[src/rtl/parking_pkg.sv]
// Shared definitions for the car parking system: state encoding, digit
// width and the default timing constants used by the entry terminal and
// the gate controller.
package parking_pkg;

  // Terminal states
  typedef enum logic [2:0] {
    IDLE   = 3'd0,
    DIGIT1 = 3'd1,
    DIGIT2 = 3'd2,
    SUBMIT = 3'd3,
    LOCKED = 3'd4
  } state_e;

  localparam int DIGIT_W = 2;

  localparam logic [31:0] DEF_TIMEOUT_CYCLES = 32'd50_000_000;
  localparam logic [31:0] DEF_LOCKOUT_CYCLES = 32'd250_000_000;
  localparam logic [1:0]  DEF_MAX_TRIES      = 2'd3;

  // Saturating increment: a 32-bit cycle counter never wraps to zero.
  function automatic logic [31:0] sat_inc32(input logic [31:0] v);
    logic [31:0] r;
    if (v == 32'hFFFF_FFFF) begin
      r = v;
    end else begin
      r = v + 32'd1;
    end
    return r;
  endfunction

  // True on the cycle whose count completes 'limit' cycles in a state.
  // Evaluated in 33 bits so a limit of zero or all-ones behaves sanely.
  function automatic logic count_reached(input logic [31:0] cnt,
                                         input logic [31:0] limit);
    return ({1'b0, cnt} + 33'd1) >= {1'b0, limit};
  endfunction

endpackage

[src/rtl/key_sync_edge.sv]
// Two-flop synchronizer for an asynchronous, already-debounced level input,
// plus a history register that yields a single-cycle rising-edge pulse.
module key_sync_edge (
  input  logic clk,
  input  logic reset_n,
  input  logic din,
  output logic level,
  output logic rise
);

  logic meta_q;
  logic sync_q;
  logic prev_q;

  // Metastability chain followed by the edge-detect history flop
  always_ff @(posedge clk or negedge reset_n) begin
    if (!reset_n) begin
      meta_q <= 1'b0;
      sync_q <= 1'b0;
      prev_q <= 1'b0;
    end else begin
      meta_q <= din;
      sync_q <= meta_q;
      prev_q <= sync_q;
    end
  end

  assign level = sync_q;
  assign rise  = sync_q & ~prev_q;

endmodule

[src/rtl/parking_keypad.sv]
// Entry terminal of the parking system: collects a two-digit password while
// a car waits, presents it to the gate controller and reacts to the gate's
// green/red verdict, with a retry limit, lockout and inactivity timeout.
module parking_keypad
  import parking_pkg::*;
#(
  parameter logic [31:0] TIMEOUT_CYCLES = DEF_TIMEOUT_CYCLES,
  parameter logic [31:0] LOCKOUT_CYCLES = DEF_LOCKOUT_CYCLES,
  parameter logic [1:0]  MAX_TRIES      = DEF_MAX_TRIES
) (
  input  logic               clk,
  input  logic               reset_n,
  input  logic               sensor_entrance,
  input  logic               key_press,
  input  logic [DIGIT_W-1:0] key_digit,
  input  logic               key_clear,
  input  logic               gate_green,
  input  logic               gate_red,
  output logic [DIGIT_W-1:0] password_1,
  output logic [DIGIT_W-1:0] password_2,
  output logic               pw_valid,
  output logic [1:0]         digit_count,
  output logic [1:0]         tries,
  output logic               locked
);

  // Synchronized inputs
  logic press_lvl_s, press_rise_s;
  logic clear_lvl_s, clear_rise_s;
  logic sensor_lvl_s, sensor_rise_s;

  // key_digit travels alongside key_press so it is stable at the press edge
  logic [DIGIT_W-1:0] digit_meta_q;
  logic [DIGIT_W-1:0] digit_sync_q;

  // Gate result registers and their history for edge detection
  logic green_q, green_prev_q;
  logic red_q, red_prev_q;
  logic green_rise_s, red_rise_s;

  // FSM, output and counter registers
  state_e             state_q;
  logic [DIGIT_W-1:0] pw1_q;
  logic [DIGIT_W-1:0] pw2_q;
  logic               pw_valid_q;
  logic [1:0]         count_q;
  logic [1:0]         tries_q;
  logic               locked_q;
  logic [31:0]        inact_q;
  logic [31:0]        lock_q;

  // Derived control
  logic [31:0] inact_d;
  logic [31:0] lock_d;
  logic        timeout_s;
  logic        lock_done_s;
  logic        abort_s;
  logic        tries_hit_s;
  logic [1:0]  tries_inc_s;

  // Only the edge of press/clear and the level of the sensor are used
  logic unused_s;
  assign unused_s = ^{press_lvl_s, clear_lvl_s, sensor_rise_s};

  key_sync_edge u_press (
    .clk     (clk),
    .reset_n (reset_n),
    .din     (key_press),
    .level   (press_lvl_s),
    .rise    (press_rise_s)
  );

  key_sync_edge u_clear (
    .clk     (clk),
    .reset_n (reset_n),
    .din     (key_clear),
    .level   (clear_lvl_s),
    .rise    (clear_rise_s)
  );

  key_sync_edge u_sensor (
    .clk     (clk),
    .reset_n (reset_n),
    .din     (sensor_entrance),
    .level   (sensor_lvl_s),
    .rise    (sensor_rise_s)
  );

  // Digit synchronizer and one-stage registration of the gate verdict lines
  always_ff @(posedge clk or negedge reset_n) begin
    if (!reset_n) begin
      digit_meta_q <= {DIGIT_W{1'b0}};
      digit_sync_q <= {DIGIT_W{1'b0}};
      green_q      <= 1'b0;
      green_prev_q <= 1'b0;
      red_q        <= 1'b0;
      red_prev_q   <= 1'b0;
    end else begin
      digit_meta_q <= key_digit;
      digit_sync_q <= digit_meta_q;
      green_q      <= gate_green;
      green_prev_q <= green_q;
      red_q        <= gate_red;
      red_prev_q   <= red_q;
    end
  end

  assign green_rise_s = green_q & ~green_prev_q;
  assign red_rise_s   = red_q & ~red_prev_q;

  // Counter next values, timeout/lockout detection and retry-limit compare
  always_comb begin
    inact_d     = sat_inc32(inact_q);
    lock_d      = sat_inc32(lock_q);
    timeout_s   = count_reached(inact_q, TIMEOUT_CYCLES);
    lock_done_s = count_reached(lock_q, LOCKOUT_CYCLES);
    abort_s     = timeout_s | ~sensor_lvl_s;
    tries_hit_s = (({1'b0, tries_q} + 3'd1) == {1'b0, MAX_TRIES});
    if (tries_q == 2'd3) begin
      tries_inc_s = tries_q;
    end else begin
      tries_inc_s = tries_q + 2'd1;
    end
  end

  // Terminal FSM with registered outputs, inactivity and lockout counters.
  // Within each state the branch order encodes the event priority:
  // timeout, sensor loss, green, red, clear, press.
  always_ff @(posedge clk or negedge reset_n) begin
    if (!reset_n) begin
      state_q    <= IDLE;
      pw1_q      <= {DIGIT_W{1'b0}};
      pw2_q      <= {DIGIT_W{1'b0}};
      pw_valid_q <= 1'b0;
      count_q    <= 2'd0;
      tries_q    <= 2'd0;
      locked_q   <= 1'b0;
      inact_q    <= 32'd0;
      lock_q     <= 32'd0;
    end else begin
      case (state_q)
        IDLE: begin
          pw1_q      <= {DIGIT_W{1'b0}};
          pw2_q      <= {DIGIT_W{1'b0}};
          pw_valid_q <= 1'b0;
          count_q    <= 2'd0;
          tries_q    <= 2'd0;
          locked_q   <= 1'b0;
          inact_q    <= 32'd0;
          lock_q     <= 32'd0;
          if (sensor_lvl_s) begin
            state_q <= DIGIT1;
          end else begin
            state_q <= IDLE;
          end
        end

        DIGIT1, DIGIT2: begin
          if (abort_s) begin
            state_q    <= IDLE;
            pw1_q      <= {DIGIT_W{1'b0}};
            pw2_q      <= {DIGIT_W{1'b0}};
            pw_valid_q <= 1'b0;
            count_q    <= 2'd0;
            tries_q    <= 2'd0;
            inact_q    <= 32'd0;
          end else if (clear_rise_s) begin
            state_q <= DIGIT1;
            pw1_q   <= {DIGIT_W{1'b0}};
            pw2_q   <= {DIGIT_W{1'b0}};
            count_q <= 2'd0;
            inact_q <= 32'd0;
          end else if (press_rise_s) begin
            inact_q <= 32'd0;
            if (state_q == DIGIT1) begin
              pw1_q   <= digit_sync_q;
              count_q <= 2'd1;
              state_q <= DIGIT2;
            end else begin
              pw2_q      <= digit_sync_q;
              count_q    <= 2'd2;
              pw_valid_q <= 1'b1;
              state_q    <= SUBMIT;
            end
          end else begin
            inact_q <= inact_d;
          end
        end

        SUBMIT: begin
          if (abort_s || green_rise_s) begin
            state_q    <= IDLE;
            pw1_q      <= {DIGIT_W{1'b0}};
            pw2_q      <= {DIGIT_W{1'b0}};
            pw_valid_q <= 1'b0;
            count_q    <= 2'd0;
            tries_q    <= 2'd0;
            inact_q    <= 32'd0;
          end else if (red_rise_s) begin
            pw1_q      <= {DIGIT_W{1'b0}};
            pw2_q      <= {DIGIT_W{1'b0}};
            pw_valid_q <= 1'b0;
            count_q    <= 2'd0;
            inact_q    <= 32'd0;
            if (tries_hit_s) begin
              state_q  <= LOCKED;
              locked_q <= 1'b1;
              lock_q   <= 32'd0;
            end else begin
              state_q <= DIGIT1;
              tries_q <= tries_inc_s;
            end
          end else begin
            inact_q <= inact_d;
          end
        end

        LOCKED: begin
          if (lock_done_s) begin
            state_q  <= IDLE;
            locked_q <= 1'b0;
            tries_q  <= 2'd0;
            lock_q   <= 32'd0;
            inact_q  <= 32'd0;
          end else begin
            lock_q <= lock_d;
          end
        end

        default: begin
          state_q    <= IDLE;
          pw1_q      <= {DIGIT_W{1'b0}};
          pw2_q      <= {DIGIT_W{1'b0}};
          pw_valid_q <= 1'b0;
          count_q    <= 2'd0;
          tries_q    <= 2'd0;
          locked_q   <= 1'b0;
          inact_q    <= 32'd0;
          lock_q     <= 32'd0;
        end
      endcase
    end
  end

  assign password_1  = pw1_q;
  assign password_2  = pw2_q;
  assign pw_valid    = pw_valid_q;
  assign digit_count = count_q;
  assign tries       = tries_q;
  assign locked      = locked_q;

endmodule
[config.mk]
export PLATFORM = sky130hd
export DESIGN_NAME = parking_keypad
export DESIGN_NICKNAME = d
export VERILOG_FILES = /design/src/rtl/parking_pkg.sv /design/src/rtl/key_sync_edge.sv /design/src/rtl/parking_keypad.sv
export SDC_FILE = /design/constraint.sdc
export NUM_CORES = 1
export LEC_CHECK = 0
export ABC_CLOCK_PERIOD_IN_PS = 8100
export CORE_ASPECT_RATIO = 2
export CORE_UTILIZATION = 48
export CTS_CLUSTER_SIZE = 10
export DETAILED_ROUTE_END_ITERATION = 16
export PLACE_DENSITY = 0.65
export SYNTH_ARGS = -nofsm -noshare
export SYNTH_HDL_FRONTEND = slang
export SYNTH_SLANG_ARGS = --single-unit
[constraint.sdc]
create_clock -name clk -period 8.1 [get_ports clk]
set_input_delay 1.62 -clock clk [delete_from_list [all_inputs] [get_ports clk]]
set_output_delay 1.62 -clock clk [all_outputs]
set_load 0.005 [all_outputs]
-- After elaboration in Yosys (flattened, before gate mapping)
Index checks and enable logic that the tools add are counted.
- bits in registers: 93
- output and inout port bits: 10
- add/subtract/negate cells: 6
- $lt $le $gt $ge: 2
- equality and inequality tests: 23
- muxes and demuxes: 60
- bitwise logic cells: 12
- reductions and logical operators: 11
- operators by type and width (kind ; count):
    two-way mux 32 bit ; 12
    one-hot mux 32 bit (3 select lines) ; 2
    adder 32 x 1 -> 33 bit, second input constant ; 2
    adder 32 x 1 -> 32 bit, second input constant ; 2
    == test 32 bit, second input constant ; 2
    two-way mux 2 bit ; 20
    greater-or-equal comparator 33 x 26 -> 1 bit, second input constant ; 1
    greater-or-equal comparator 33 x 28 -> 1 bit, second input constant ; 1
    one-hot mux 2 bit (3 select lines) ; 4
    two-way mux 3 bit ; 7
    != test 3 bit, second input constant ; 7
    AND reduction 5 bit ; 4
    two-way mux 1 bit ; 12
    != test 4 bit, second input constant ; 3
    one-hot mux 3 bit (4 select lines) ; 1
    != test 2 bit, second input constant ; 5
    == test 3 x 2 -> 1 bit, second input constant ; 3
    AND reduction 4 bit ; 2
    NOT 1 bit ; 7
    one-hot mux 1 bit (3 select lines) ; 2
    AND reduction 3 bit ; 2
    bitwise AND 1 bit ; 4
    adder 2 x 1 -> 3 bit, second input constant ; 1
    == test 3 x 1 -> 1 bit, second input constant ; 1
    7 further kinds ; 7

-- Depth between registers and ports, before layout
Gate-level depths: netlist (run 1).
- depth in word-level cells: 6
- depth in mapped cells: 15
- gate-level depth less buffers: 11

-- Modules after synthesis
From an unflattened synthesis (run 1), not the netlist that was laid out.
- cells, all modules: 682
- area total of the unflattened synthesis: 5890.6 um2
- by module, submodules not included (module ; instances ; cells each ; area each (um2)):
    parking_keypad ; 1 ; 670 ; 5624.1
    key_sync_edge ; 3 ; 4 ; 88.8

-- Worst setup path before layout (run 1)
No wires, ideal clock.
- kind: register -> register
- start point: reg inact_q[0]
- end point: reg pw1_q[0] (netlist: password_1[0])
- library setup time: 0.125 ns
- arrival: 3.077 ns
- data required time: 7.975 ns
- setup slack: 4.897 ns
- cell stages (with the launch flop): 13
- path buffers: 1
- period minus slack after synthesis: 3.203 ns
- cells stage by stage: dfrtp_1 -> ha_1 -> nand4_2 -> or3_1 -> clkbuf_1 -> nor2_1 -> xnor2_1 -> nand3_1 -> o21ai_0 -> a2bb2oi_2 -> nand2_1 -> o21a_4 -> mux2_4
- word-level cells in the longest chain between the ends: 6
- ends and longest elaborated chain (what ; line ; text):
    from (decl) ; parking_keypad.sv:49 ; logic [31:0] inact_q;
    from (signal assigned) ; parking_keypad.sv:186 ; inact_q <= inact_d;
    from (signal assigned) ; parking_keypad.sv:214 ; inact_q <= inact_d;
    adder 32 x 1 -> 33 bit * ; parking_pkg.sv:36 ; return ({1'b0, cnt} + 33'd1) >= {1'b0, limit};
    greater-or-equal comparator 33 x 26 -> 1 bit * ; parking_pkg.sv:36 ;
    bitwise OR 1 bit * ; parking_keypad.sv:117 ; abort_s = timeout_s | ~sensor_lvl_s;
    logical OR 1 bit ; parking_keypad.sv:191 ; if (abort_s || green_rise_s) begin
    != test 3 bit (no line) or two-way mux 2 bit (tied branches) ; -- ;
    AND reduction 4 bit (no line) or one-hot mux 2 bit (3 select lines) (tied branches) ; -- ;
    to (signal assigned) ; parking_keypad.sv:132 ; pw1_q <= {DIGIT_W{1'b0}};
    to (signal assigned) ; parking_keypad.sv:193 ; pw1_q <= {DIGIT_W{1'b0}};
    to (signal assigned) ; parking_keypad.sv:200 ; pw1_q <= {DIGIT_W{1'b0}};
    to (decl) ; parking_keypad.sv:43 ; logic [DIGIT_W-1:0] pw1_q;
Mark *: on every way between the ends. The rest lies on a longest branch, timed or not.
A chain may end at the register's enable or synchronous reset.

-- Worst setup path after layout (run 1)
- start point: reg lock_q[3]
- end point: reg lock_q[8]
- word-level cells in the longest chain between the ends: 4
- ends and longest elaborated chain (what ; line ; text):
    from (decl) ; parking_keypad.sv:50 ; logic [31:0] lock_q;
    from (signal assigned) ; parking_keypad.sv:226 ; lock_q <= lock_d;
    adder 32 x 1 -> 33 bit or adder 32 x 1 -> 32 bit (tied branches) ; parking_pkg.sv:36, parking_pkg.sv:27 ;
    greater-or-equal comparator 33 x 28 -> 1 bit or two-way mux 32 bit (tied branches) ; parking_pkg.sv:36, parking_pkg.sv:24 ;
    != test 3 bit (no line) or two-way mux 32 bit (tied branches) ; -- ;
    AND reduction 5 bit (no line) or one-hot mux 32 bit (3 select lines) (tied branches) ; -- ;
Parallel ways exist; a longest one is shown, timed or not. The select of a mux whose other input is x is not followed.

==> qor.yml, run 1 <==
die_area_mm2: 0.0124
ctsHoldBuffers: 0
overflow: 0
cap_viol_max_count: 0
critical-path-max-stage-delay_ns: 1.04
setup_slack_ns: 3.43
wl_per_cell_um: 17.1
crit_end: "lock_q[8]"
rsz0062_at_grt: "false"
p_clk_share_pct: 35.3
netSwitchingPower_uw: 359
syn-mean-instance-area_um2: 8.50
final.min_clock_period_ns: 4.67
start_util_pct: 49.0
grt_antenna_before_repair: 0
fillers: 1090
cp_num_buf_inv: 2
p_int_uw: 790
grt_pass1_wl_um: 23400
yosysUniqueCellTypes: 74
synth_xor_area_share_pct: 2.75
cpMostUsedCell: "nand3_1"
r2r-end: "lock_q[8]"
cts_tree: "built"
clock-sinks: 93
drt-total-wl_um: 13900
crit_arrival_ns: 4.93
final.setup_skew_ns: 0.00736
yosys.area_share.adder_pct: 1.31
synth-compound-area-share_pct: 22.6
cpLargestDelayFamily: "simple AND/OR/NAND/NOR gates"
htreeDepth: 3
vias: 5048
grt_pass1_vias: 4885
yosys_warnings: 0
syn_area_mm2: 0.00573
required_ns: 8.36
r2r_cells: 11
path_clk_slew_ns: 0.07
drive_above_1_share_pct: 7.35
cp_max_fo: 63
post-dp-hpwl_um: 9740
die_w_um: 79.3
clockBufferDepth: 2
ir_drop_mv: 0.106
worst_slew_pin_slew_ns: 1.10
synth-main-ff-cell: "dfrtp_1"
synthMuxAreaShare_pct: 1.09
slew_violations: 0
dr.pass1.iters: 5
drt.antenna.violating_nets: 0
netSwitchingFraction_pct: 31.2
postCtsResizedCells: 0
status: "complete, no violations"
rows: 56
seq_area_frac_synth_pct: 40.6
nNetsFinal: 677
place.gp.congestion: 0.916
start_kind: "flop"
dp.cells: 796
viasPerCell: 6.22
preCtsSetupSlack_ns: 3.48
synth_fp_nets: 689
max_slew_margin_pct: 26.3
async_flop_share_pct: 100
synthCells: 674
drt_iter0_drc: 280
path_depth: 11
synth_top_family_by_area: "simple AND/OR/NAND/NOR gates"
reg2reg_from: "lock_q[3]"
clk_latency_ns: 0.34
grt_max_degree: 72
crit_type: "reg2reg"
setup.reg_to_reg.worst_slack_ns: 3.43
endpoint_kind: "flop"
synth-edff-count: 0
final_cells: 812
synthSimpleGateAreaFrac_pct: 26.8
fin_util_pct: 53.0
hp-class: "reg2reg"
io-pin-count: 19
synth-seq-cells: 93
grt_usage_pct: 24.0
p_leak_nw: 2.50
final_cell_mix: "dfrtp_1, nand2_1, o21ai_0"
critical_path.startpoint: "lock_q[3]"
slowest_stage: "nor3_1"
comb_power_share_pct: 20.0
fin_crit_sh_pct: 57.6
cts_buffers: 9
coreArea_mm2: 0.0117
final_common_cell: "dfrtp_1"
root_buffer: "clkbuf_16"
post-cts-setup-buffers: 0
diodes: 0
pwr-share-seq_pct: 44.8
finalSetupViolCount: 0
fmax_mhz: 214
area.growth.synth_to_final_pct: 8.23
powerDensity_mw_per_mm2: 185
setup_tns_ns: 0
path_cells: "nand4_1, nor3_1, and4_1, nand3_1, mux2i_1, nand3_1, or3_2, buf_4, inv_1, nand3_1, o21ai_0"
die_h_um: 157
final_hold_viol_count: 0
drc: 0
portBuffers: 18
worst register-to-register path: cells and delay by family, from the launching register on:
family                 cells  cell delay [ns]
buffers and inverters      2             1.11
AOI/OAI and AO/OA          1             0.20
DFF                        1             0.43
and+or+nand+nor            7             2.69
muxes                      1             0.16
cells by family (layout without fill, tap and decap cells):
kind of cell,Yosys count,after routing
buf+inv,65,58
fa+ha+maj,6,6
flops,93,93
xor+xnor,18,18
mux,5,5
compound gates,202,202
simple gates,285,285
layout make-up:
class / count / area [µm²] / share of cell area [%]
multi-input cells: 516 / 3130 / 50.4
flip-flops and latches: 93 / 2330 / 37.5
clock buffers: 11 / 243 / 3.91
repair buffers: 22 / 208 / 3.35
well taps: 145 / 181 / 2.92
inverters: 20 / 75.1 / 1.21
clock inverters: 5 / 41.3 / 0.666
synthesized netlist by cell type (all sizes together), types with 2 or more instances:
cell / instances / area share [%]
a2111oi: 2 / 0.63
a211oi: 4 / 0.61
a21o: 5 / 0.65
a21oi: 32 / 2.8
a31o: 2 / 0.31
a31oi: 12 / 1.6
and2: 15 / 1.7
and3: 18 / 2.0
and4: 2 / 0.31
buf: 23 / 2.1
clkbuf: 22 / 1.5
dfrtp: 93 / 41
ha: 6 / 1.3
inv: 20 / 1.3
mux2: 4 / 0.92
nand2: 70 / 4.7
nand2b: 6 / 0.65
nand3: 33 / 3.1
nand3b: 5 / 0.65
nand4: 16 / 2.0
nand4b: 3 / 0.46
nor2: 51 / 3.3
nor2b: 14 / 1.5
nor3: 18 / 1.9
nor3b: 2 / 0.26
nor4: 20 / 2.9
o2111ai: 2 / 0.31
o211ai: 7 / 1.0
o21a: 4 / 0.65
o21ai: 90 / 7.9
o22ai: 2 / 0.22
o31a: 2 / 0.31
o31ai: 16 / 2.1
o41ai: 10 / 1.7
or2: 2 / 0.22
or3: 6 / 0.65
or4: 2 / 0.26
xnor2: 9 / 1.4
xor2: 9 / 1.4
through the flow:
stage / total power [mW] / instance area, µm² / hold WS, ns
2_1_floorplan: 0.677 / 5730 / 0.331
3_3_place_gp: 0.747 / 5920 / 0.332
3_5_place_dp: 0.755 / 5920 / 0.336
4_1_cts: 1.16 / 6200 / 0.351
5_1_grt: 1.21 / 6200 / 0.359
6_report: 1.15 / 6200 / 0.350
power by group through the flow:
stage | sequential, mW | combinational, mW | clock [mW]
after global placement | 0.522 | 0.225 | 0
after global routing | 0.518 | 0.256 | 0.437
after floorplan | 0.509 | 0.168 | 0
after CTS | 0.514 | 0.232 | 0.415
after detailed placement | 0.523 | 0.232 | 0
final | 0.514 | 0.229 | 0.405
flip-flops by register name, summed over array words and instances (netlist names), 2 cells and up:
signal / flops
inact_q: 32
lock_q: 32
state_q: 3
digit_count: 2
digit_meta_q: 2
digit_sync_q: 2
password_1: 2
password_2: 2
tries: 2
layer usage:
layer  track usage [%]  wire (µm)  vias to the layer above
li1                  -          -                     2447
met1              26.3       5410                     2475
met2              44.7       7790                      102
met3              3.15        347                       24
met4              10.9        362                        0
met5                 0          0                        -
worst min-delay path by stage:
| stage | start | end | slack (ns) | cells past startpoint |
|---|---|---|---|---|
| after global routing | u_clear.meta_q | u_clear.level | 0.36 | 0 |
| after CTS | u_clear.meta_q | u_clear.level | 0.35 | 0 |
| after floorplan | digit_meta_q[0] | digit_sync_q[0] | 0.33 | 0 |
| final | u_press.meta_q | u_press.level | 0.35 | 0 |
| after detailed placement | u_clear.meta_q | u_clear.level | 0.34 | 0 |
| after global placement | u_clear.meta_q | u_clear.level | 0.33 | 0 |
Power figures use the tool's default switching activity.
==> inputs of run 2 (changes only) <==
ABC_CLOCK_PERIOD_IN_PS = 4470   (was 8100)
clock period = 4.47 ns   (was 8.1 ns; I/O delays follow)
==> run 2 against run 1 <==
  * First-iteration DRC count fell by 14%
  * Critical endpoint is now password_1[1]
  * Total power is 87% higher
  * Combinational power grew 86%
  * Critical path type unchanged
==> qor.yml, run 2 (same netlist as run 1, synthesis figures left out) <==
status: "complete, no violations"
hold_path_startpoint: "digit_meta_q[1]"
root_buffer: "clkbuf_16"
cpLargestDelayFamily: "simple AND/OR/NAND/NOR gates"
reg2reg_from: "inact_q[0]"
slowest_stage: "nor4_1"
slew_violations: 0
vias: 5084
p_clk_share_pct: 36.7
finalSetupViolCount: 0
die_area_mm2: 0.0124
cp_max_fo: 14
cts_tree: "built"
die_w_um: 79.3
postCtsResizedCells: 0
rsz0062_at_grt: "false"
r2r-end: "password_1[1]"
start_kind: "flop"
clock-sinks: 93
crit_end: "password_1[1]"
pwr-share-seq_pct: 43.5
overflow: 0
p_int_mw: 1.48
place_area_mm2: 0.00596
htreeDepth: 3
nNetsFinal: 683
grt_max_degree: 63
critical-path-max-stage-delay_ns: 0.60
setup_tns_ns: 0
wl_per_cell_um: 17.7
drt-total-wl_um: 14500
ctsHoldBuffers: 0
area.growth.synth_to_final_pct: 9.23
netSwitchingPower_uw: 662
final_common_cell: "dfrtp_1"
cpMostUsedCell: "nand3_1"
cts_buffers: 9
top_regs: "inact_q: 32 flops, lock_q: 32 flops, state_q: 3 flops"
cap_viol_max_count: 0
final.setup_skew_ns: 0.00592
grt_usage_pct: 24.5
comb_power_share_pct: 19.9
die_h_um: 157
clk_latency_ns: 0.35
p_leak_nw: 2.55
coreArea_mm2: 0.0117
grt_antenna_before_repair: 0
setup.reg_to_reg.worst_slack_ns: 0.48
clockBufferDepth: 2
portBuffers: 18
cp_num_buf_inv: 0
worst_slew_pin_slew_ns: 0.790
netSwitchingFraction_pct: 30.9
drive_above_1_share_pct: 8.18
start_util_pct: 49.0
drc: 0
final_cell_mix: "dfrtp_1, nand2_1, o21ai_0"
io-pin-count: 19
path_depth: 11
path_clk_slew_ns: 0.07
required_ns: 4.70
post-dp-hpwl_um: 10200
drt.antenna.violating_nets: 0
crit_type: "reg2reg"
final_hold_viol_count: 0
diodes: 0
grt_pass1_wl_um: 23500
final.min_clock_period_ns: 3.99
post-cts-setup-buffers: 0
design_area_mm2: 0.00626
path_cells: "ha_1, nand4_2, nor4_1, nand3_1, xor2_1, nand3_1, o21ai_0, a2bb2oi_2, nand2_1, o21a_4, mux2_4"
powerDensity_mw_per_mm2: 342
max_slew_margin_pct: 47.3
r2r_cells: 11
place.gp.congestion: 0.850
crit_arrival_ns: 4.22
drt_iter0_drc: 242
endpoint_kind: "flop"
fin_util_pct: 53.5
grt_pass1_vias: 4975
dr.pass1.iters: 5
hp-class: "reg2reg"
fin_crit_sh_pct: 89.2
viasPerCell: 6.22
rows: 56
ir_drop_mv: 0.246
critical_path.startpoint: "inact_q[0]"
fmax_mhz: 251
run 2: cell types whose count changed in the layout (fill, tap and decap cells not counted):
cell        previous run  this run
buf_4                  5        11
bufinv_16              0         1
clkbuf_1               1         0
clkbuf_8               1         0
clkinv_2               0         1
clkinv_4               1         0
clkinvlp_4             2         1
inv_8                  0         1
run 2: stage by stage:
step / cells / setup WS, ns / hold WS [ns] / power, mW
after CTS: 817 / 0.559 / 0.352 / 2.16
after floorplan: 674 / 1.27 / 0.331 / 1.23
after global routing: 817 / 0.158 / 0.359 / 2.24
after global placement: 802 / 0.665 / 0.333 / 1.37
after detailed placement: 802 / 0.567 / 0.337 / 1.38
final: 817 / 0.484 / 0.353 / 2.14
run 2: worst min path at each step:
stage,endpoint,cells past startpoint
2_1_floorplan,digit_sync_q[0],0
3_3_place_gp,digit_sync_q[1],0
3_5_place_dp,u_sensor.level,0
4_1_cts,u_sensor.level,0
5_1_grt,u_sensor.level,0
6_report,digit_sync_q[1],0
run 2: worst reg2reg max path, delay by kind of cell (launching register included):
kind / cells / cell delay, ns
flip-flops: 1 / 0.46
multiplexers: 1 / 0.29
AO/OA/AOI/OAI: 3 / 0.99
AND/OR/NAND/NOR: 5 / 1.49
adder cells (fa/ha/maj): 1 / 0.29
XOR/XNOR: 1 / 0.37
run 2: area by class of cell:
cell class              instances  area [µm²]
clock buffers                   9         225
clock inverters                 6        71.3
fillers                      1080        5440
inverters                      20        75.1
multi-input cells             516        3130
flip-flops and latches         93        2330
well taps                     145         181
repair buffers                 28         253
run 2: metal layers:
metal  global-route usage [%]  up-vias  wire, µm
li1                         -     2451         -
met1                     24.3     2470      5360
met2                     46.7      122      8120
met3                     3.56       41       420
met4                     14.1        0       574
met5                        0        -         0
run 2: power by group through the flow:
stage	Sequential [mW]	Clock, mW	Combinational [mW]
finish	0.932	0.786	0.427
global route	0.938	0.833	0.471
CTS	0.931	0.801	0.431
detailed placement	0.947	0	0.430
global placement	0.945	0	0.423
floorplan	0.922	0	0.304
